**config.mk**
```make
export PLATFORM = sky130hd
export DESIGN_NAME = cpu_clk_ctrl
export DESIGN_NICKNAME = d
export VERILOG_FILES = /design/src/rtl/cpu_clk_ctrl.sv
export SDC_FILE = /design/constraint.sdc
export NUM_CORES = 1
export LEC_CHECK = 0
export ABC_AREA = 1
export ABC_CLOCK_PERIOD_IN_PS = 3500
export BUFFER_PORTS_ARGS = -buffer_cell sky130_fd_sc_hd__buf_2
export CAP_MARGIN = 20
export CORE_MARGIN = 10
export CORE_UTILIZATION = 50
export CTS_BUF_LIST = sky130_fd_sc_hd__clkbuf_16
export DETAILED_ROUTE_END_ITERATION = 12
export PLACE_DENSITY = 0.69
export SLEW_MARGIN = 20
export SYNTH_ARGS = -nofsm -noshare
export SYNTH_HDL_FRONTEND = slang
export SYNTH_SLANG_ARGS = --single-unit
```
**constraint.sdc**
```tcl
create_clock -name clk -period 3.5 [get_ports clk]
set_input_delay 0.7 -clock clk [delete_from_list [all_inputs] [get_ports clk]]
set_output_delay 0.7 -clock clk [all_outputs]
set_load 0.05 [all_outputs]
```
**src/rtl/cpu_clk_ctrl.sv**
```systemverilog
// cpu_clk_ctrl: run / stop / single-step clock-enable controller for a CPU core.
// Define CPU_CLK_CTRL_DEBOUNCE_EN to add a DEB_CYCLES debouncer on the step button.
module cpu_clk_ctrl #(
  parameter int unsigned DEB_CYCLES = 16
) (
  input  logic        clk,
  input  logic        rst_n,
  input  logic        run_sw,
  input  logic        step_btn,
  input  logic [2:0]  div_sel,
  input  logic        halt_req,
  output logic        cpu_ce,
  output logic [1:0]  state,
  output logic [31:0] cycle_cnt
);

  typedef enum logic [1:0] {
    ST_HALT    = 2'b00,
    ST_RUN     = 2'b01,
    ST_BREAK   = 2'b10,
    ST_ILLEGAL = 2'b11
  } state_t;

  if (DEB_CYCLES < 2 || DEB_CYCLES > 65535) begin : g_bad_deb
    $error("cpu_clk_ctrl: DEB_CYCLES must be in 2..65535");
  end

  state_t      state_q;
  state_t      state_nx;
  logic        run_meta;
  logic        run_sync;
  logic        step_meta;
  logic        step_sync;
  logic [1:0]  step_valid;
  logic        step_cond;
  logic        step_prev;
  logic        step_armed;
  logic        step_rise;
  logic [31:0] presc;
  logic [31:0] presc_last;
  logic [2:0]  div_sel_q;
  logic        div_change;
  logic        tick;

  // step_valid marks when step_sync holds a real post-reset sample.
  // NOTE: sequential state uses non-blocking (<=) so every flop samples pre-edge values.
  always_ff @(posedge clk or negedge rst_n) begin
    if (!rst_n) begin
      run_meta   <= 1'b0;
      run_sync   <= 1'b0;
      step_meta  <= 1'b0;
      step_sync  <= 1'b0;
      step_valid <= 2'b00;
    end else begin
      run_meta   <= run_sw;
      run_sync   <= run_meta;
      step_meta  <= step_btn;
      step_sync  <= step_meta;
      step_valid <= {step_valid[0], 1'b1};
    end
  end

`ifdef CPU_CLK_CTRL_DEBOUNCE_EN
  localparam logic [15:0] DEB_LAST = 16'(DEB_CYCLES - 1);

  logic [15:0] deb_cnt;
  logic        deb_level;

  always_ff @(posedge clk or negedge rst_n) begin
    if (!rst_n) begin
      deb_cnt   <= 16'd0;
      deb_level <= 1'b0;
    end else if (step_sync == deb_level) begin
      deb_cnt <= 16'd0;
    end else if (deb_cnt == DEB_LAST) begin
      deb_level <= step_sync;
      deb_cnt   <= 16'd0;
    end else begin
      deb_cnt <= deb_cnt + 16'd1;
    end
  end

  assign step_cond = deb_level;
`else
  assign step_cond = step_sync;
`endif

  // Edges count only once the button has been seen released after reset,
  // so a button held across reset release never produces a step.
  always_ff @(posedge clk or negedge rst_n) begin
    if (!rst_n) begin
      step_prev  <= 1'b0;
      step_armed <= 1'b0;
      step_rise  <= 1'b0;
    end else begin
      step_prev <= step_cond;
      if (step_valid[1] && !step_sync && !step_cond)
        step_armed <= 1'b1;
      step_rise <= step_armed && step_cond && !step_prev;
    end
  end

  // NOTE: always_comb assigns a default first so no path infers a latch.
  always_comb begin
    state_nx = ST_HALT;
    case (state_q)
      ST_HALT:  state_nx = (run_sync && !halt_req) ? ST_RUN : ST_HALT;
      ST_RUN: begin
        if (halt_req)       state_nx = ST_BREAK;
        else if (!run_sync) state_nx = ST_HALT;
        else                state_nx = ST_RUN;
      end
      ST_BREAK: state_nx = run_sync ? ST_BREAK : ST_HALT;
      default:  state_nx = ST_HALT;
    endcase
  end

  assign div_change = (div_sel != div_sel_q);
  assign presc_last = (32'd1 << {div_sel, 1'b0}) - 32'd1;
  assign tick       = (state_q == ST_RUN) && !div_change && (presc == presc_last);

  always_ff @(posedge clk or negedge rst_n) begin
    if (!rst_n) begin
      state_q   <= ST_HALT;
      div_sel_q <= 3'd0;
      presc     <= 32'd0;
      cpu_ce    <= 1'b0;
      cycle_cnt <= 32'd0;
    end else begin
      state_q   <= state_nx;
      div_sel_q <= div_sel;
      if (state_q != ST_RUN || div_change || tick)
        presc <= 32'd0;
      else
        presc <= presc + 32'd1;
      // A tick coinciding with a RUN exit is dropped; steps are ignored in RUN.
      if (state_q == ST_RUN)
        cpu_ce <= tick && (state_nx == ST_RUN);
      else
        cpu_ce <= step_rise && (state_q == ST_HALT || state_q == ST_BREAK);
      cycle_cnt <= cycle_cnt + {31'd0, cpu_ce};
    end
  end

  assign state = state_q;

endmodule

```
After elaboration in Yosys (flattened, before gate mapping)

Index checks and enable logic that the tools add are counted.

Register bits after elaboration: 79
Latch bits: 0
RAM bits: 0
Bits in read-only memories: 0
Input bits: 8
Output and inout bits: 35
Word-level logic and storage cells: 47
Memories kept: 0

Add/subtract/negate cells: 3
$mul: 0
Divide/modulo/power cells: 0
Order comparisons: 0
Equality and inequality tests: 6
Shifts and indexed selects: 1
Mux-type cells: 7
Bitwise operators: 0
Reduce and logical (&&, ||, !) cells: 17

Operators by type and width:

| operator                                                                | number |
|---|---|
| 32-bit by 1-bit adder with 32-bit output                                | 1 |
| 32-bit by 1-bit adder with 32-bit output, second input constant         | 1 |
| 32-bit equality test                                                    | 1 |
| 32-bit two-way mux                                                      | 1 |
| 1-bit by 4-bit left shift with 32-bit output, first input constant      | 1 |
| 32-bit by 1-bit subtractor with 32-bit output, second input constant    | 1 |
| 1-bit logical AND                                                       | 9 |
| 2-bit case mux with 3 select lines                                      | 1 |
| 2-bit by 1-bit equality test with 1-bit output, second input constant   | 2 |
| 1-bit zero test                                                         | 4 |
| 2-bit two-way mux                                                       | 2 |
| 1-bit logical OR                                                        | 3 |
| 1-bit two-way mux                                                       | 3 |
| 3-bit inequality test                                                   | 1 |
| 2-bit equality test, second input constant                              | 1 |
| 2-bit zero test                                                         | 1 |
| 2-bit by 1-bit inequality test with 1-bit output, second input constant | 1 |

Logic depth before layout (Yosys ltp)

Depth after elaboration: 7
Mapped depth: 16
Gate-level depth less buffers: 13

Least setup slack after synthesis

Ideal clock, no wire load.

Path kind: input to register
From: input port div_sel[1]
To: register presc[6]
Arrival: 2.245 ns
Data required time: 3.378 ns
Slack: 1.133 ns
Cell stages on the path: 16
Buffers on the path: 3
Cells stage by stage: buf_6 -> nor2_2 -> nand2_1 -> ha_1 -> clkbuf_2 -> inv_1 -> nand2_1 -> nand2_1 -> nand2_1 -> a21oi_1 -> nand2_1 -> nor2_2 -> nand2_2 -> nand2_4 -> buf_8 -> nor2_2

Word-level cells in the longest chain between the ends: 6
Elaborated cells on any way between the ends: 10
Classes of those cells: add/sub: 1; eq/ne: 2; shift: 1; mux: 1; reduce/logical: 5

RTL lines:

| item                                                                                  | RTL line | source |
|---|---|---|
| start: declaration                                                                    | 10       | `input logic [2:0] div_sel,` |
| 1-bit by 4-bit left shift with 32-bit output or 3-bit inequality test (tied branches) | 119, 118 |  |
| 32-bit by 1-bit subtractor with 32-bit output or 1-bit zero test (tied branches)      | 119, 120 |  |
| 32-bit equality test or 1-bit logical AND (tied branches)                             | 120      | `assign tick = (state_q == ST_RUN) && !div_change && (presc == presc_last);` |
| 1-bit logical AND                                                                     | 120      |  |
| 1-bit logical OR *                                                                    | 132      | `if (state_q != ST_RUN \|\| div_change \|\| tick)` |
| 32-bit two-way mux *                                                                  | 132      |  |
| end signal: assignment                                                                | 135      | `presc <= presc + 32'd1;` |
| end: declaration                                                                      | 39       | `logic [31:0] presc;` |

Mark *: on every way between the ends. The rest lies on a longest branch, timed or not.
A chain may end at the register's enable or synchronous reset.

Worst setup path in the final report

From: input port div_sel[1]
To: register presc[23]

The elaborated chain is that of the path after synthesis.

==> flow_metrics.py <==
metrics = {
    "status": {
        "outcome": "completed",
    },
    "setup_path": {
        "path_class": "primary input to register",
        "reg2reg_from": "cpu_ce$_DFF_PN0_",
        "cp-end-kind": "register",
        "cp_max_fo": 32,
        "cp.required_ns": 3.71,
        "worst_setup_path_start_kind": "primary input",
        "arrival_ns": 2.62,
        "crit_start": "div_sel[1]",
    },
    "timing": {
        "fin_skew_ns": 0.0114,
        "fin_hold_ws_ns": 0.349,
        "drv_slew": 0,
        "finalSetupViolCount": 0,
        "layout_setup_ws_ns": 1.09,
        "fin_crit_sh": 0.690,
        "setup_tns_ns": 0,
        "min_period_ns": 2.41,
        "slew_headroom": 0.372,
        "fmax_ghz": 0.414,
        "tightest_slew_ns": 0.942,
        "report.final.hold_viol_count": 0,
        "rsz0062_at_grt": "no",
    },
    "worst_hold_path": {
        "min_from": "step_meta$_DFF_PN0_",
        "hp-class": "register to register",
    },
    "flow_run": {
        "max_cap_violations": 0,
    },
    "synthesis": {
        "ys_types": 30,
        "synthAdderAreaFrac": 0.0117,
        "synth_nets": 551,
        "synth_compound_area_frac": 0.0191,
        "seq_area_frac_synth": 0.463,
        "synth-xor-area-share": 0.109,
        "syn_area_per_cell_um2": 7.91,
        "synth-seq-cells": 79,
        "yosys.area_share.simple": 0.326,
        "synth_warnings": 0,
        "synth_top_family_by_area": "simple AND/OR/NAND/NOR gates",
        "synth_area_um2": 4270,
        "postSynthCellCount": 539,
        "synthMuxAreaShare": 0,
    },
    "floorplan": {
        "die_w_um": 112,
        "die_y_um": 112,
        "core-area_um2": 8260,
        "start_util": 0.517,
        "rows": 33,
        "floorplan.die_area_um2": 12600,
        "io_pins": 43,
    },
    "detailed_routing": {
        "wirelength_mm": 9.51,
        "drc": 0,
        "routedWlPerCell_um": 13.7,
        "vias_per_cell": 5.07,
        "dr.first_iter.drc_count": 222,
        "dr.pass1.iters": 4,
        "num_vias": 3532,
        "ant_nets": 0,
    },
    "pwr": {
        "p_per_area_nw_per_um2": 436,
        "ir_drop_mv": 0.223,
        "p_leak_nw": 2.23,
        "power.total_w": 0.00211,
    },
    "clock_tree": {
        "cts_buffer_depth": 2,
        "cts.clk_slew.worst_paths_ns": 0.06,
        "cts-root-buf": "clkbuf_16",
        "cts_tree": "yes",
        "cts_sinks": 79,
        "cts_buffers": 9,
        "post_cts_buffers": 0,
        "cts_resized": 0,
        "htreeDepth": 3,
        "clock_latency_ns": 0.34,
        "cts_hold_buffers": 0,
    },
    "cells_and_area": {
        "mostFrequentLayoutCells": "nand2_1, nor2_1, dfrtp_1, inv_1, buf_2",
        "stdcell_area_um2": 4830,
        "drive_above_1_share": 0.132,
        "nNetsFinal": 598,
        "final_common_cell": "nand2_1",
        "synthToLayoutAreaGrowth_pct": 13.2,
        "antenna_cells": 0,
    },
    "placement": {
        "gp_congestion": 0.912,
        "portBuffers": 42,
        "dp_slack_ns": 0.752,
        "dp_hpwl_mm": 7.31,
        "place_area_um2": 4550,
    },
    "grt": {
        "grt.overflow.total": 0,
        "grt_pass1_vias": 3516,
        "grt_pass1_wl_mm": 16.1,
        "grt_max_degree": 80,
        "antenna_found_initial": 0,
        "grtUsageTotal": 0.151,
    },
}
[logic make-up (layout without fill, tap and decap cells)]
kind of cell | after synthesis | after routing
other | 1 | 1
buffers and inverters | 69 | 121
adder cells (fa/ha/maj) | 4 | 4
AND/OR/NAND/NOR | 319 | 319
XOR/XNOR | 53 | 53
AO/OA/AOI/OAI | 14 | 14
flip-flops | 79 | 79
[worst paths after layout]
kind / end / slack [ns] / cells after the start
hold reg to reg: step_cond$_DFF_PN0_ / 0.35 / 0
setup reg to reg: cycle_cnt[29]$_DFF_PN0_ / 1.65 / 7
hold / removal: step_cond$_DFF_PN0_ / 0.35 / 0
min in group asynchronous: state[1]$_DFF_PN0_ / 0.50 / 1
setup / recovery: presc[23]$_DFF_PN0_ / 1.09 / 14
max in group asynchronous: presc[10]$_DFF_PN0_ / 2.38 / 1
[metrics by stage]
stage / std cells / util
floorplan: 539 / -
global placement: 680 / 0.551
detailed placement: 680 / 0.551
CTS: 696 / 0.585
global route: 696 / 0.585
finish: 696 / 0.585
[registers in the layout, summed over array words and instances (netlist names), 2 cells and up]
name,cells
step_valid,2
div_sel_q,3
state,2
presc,32
cycle_cnt,32
[worst max-delay path, cell delays in order]
cell,delay [ns]
buf_2,0.17
nor2_2,0.19
nand2_1,0.11
ha_1,0.32
inv_1,0.11
nand2_1,0.07
nand2_1,0.08
nand2_1,0.05
a21oi_1,0.13
nand2_1,0.07
nor2_2,0.12
nand2_2,0.09
nand2_4,0.32
nor2_1,0.08
[Yosys cell counts]
library cell | instances | area, µm²
conb_1 | 1 | 3.75
dfrtp_1 | 79 | 1980
a211oi_1 | 1 | 7.51
nand3_1 | 38 | 190
nor3_1 | 32 | 160
nand3_2 | 1 | 10.0
xnor2_1 | 15 | 131
or2_2 | 1 | 6.26
nor2_1 | 84 | 315
buf_4 | 1 | 7.51
nand2_2 | 2 | 12.5
inv_2 | 3 | 11.3
nor3b_1 | 2 | 15.0
buf_6 | 3 | 33.8
clkbuf_2 | 1 | 5.00
o21ai_1 | 1 | 5.00
nor2_2 | 13 | 81.3
nand2_1 | 127 | 477
o22ai_1 | 1 | 6.26
buf_8 | 1 | 15.0
o21bai_1 | 1 | 7.51
a21o_1 | 2 | 15.0
o21ai_0 | 5 | 25.0
inv_1 | 60 | 225
ha_1 | 4 | 50.1
nand4_1 | 16 | 100
a21oi_1 | 3 | 15.0
nand2_4 | 1 | 11.3
xor2_1 | 38 | 333
nor4_1 | 2 | 12.5
[area by class of cell]
| cell class | instances | area, µm² |
|---|---|---|
| repair buffers | 42 | 213 |
| clock inverters | 7 | 53.8 |
| clock buffers | 9 | 225 |
| multi-input cells | 391 | 1990 |
| well taps | 105 | 131 |
| inverters | 63 | 236 |
| fillers | 785 | 3430 |
| flip-flops and latches | 79 | 1980 |
[per-layer routing]
layer,global-route usage,up-vias,share of wire
li1,-,1793,-
met1,0.189,1637,0.46
met2,0.244,88,0.47
met3,0.0341,14,0.053
met4,0.0694,0,0.021
met5,0,-,0
[power by group]
| group | leakage, nW | switching (W) | internal [W] |
|---|---|---|---|
| clock network | 0.130 | 0.000396 | 0.000486 |
| registers | 1.06 | 0.0000309 | 0.000950 |
| logic | 1.03 | 0.000191 | 0.0000522 |
| total | 2.23 | 0.000618 | 0.00149 |
(Power assumes the default switching activity.)
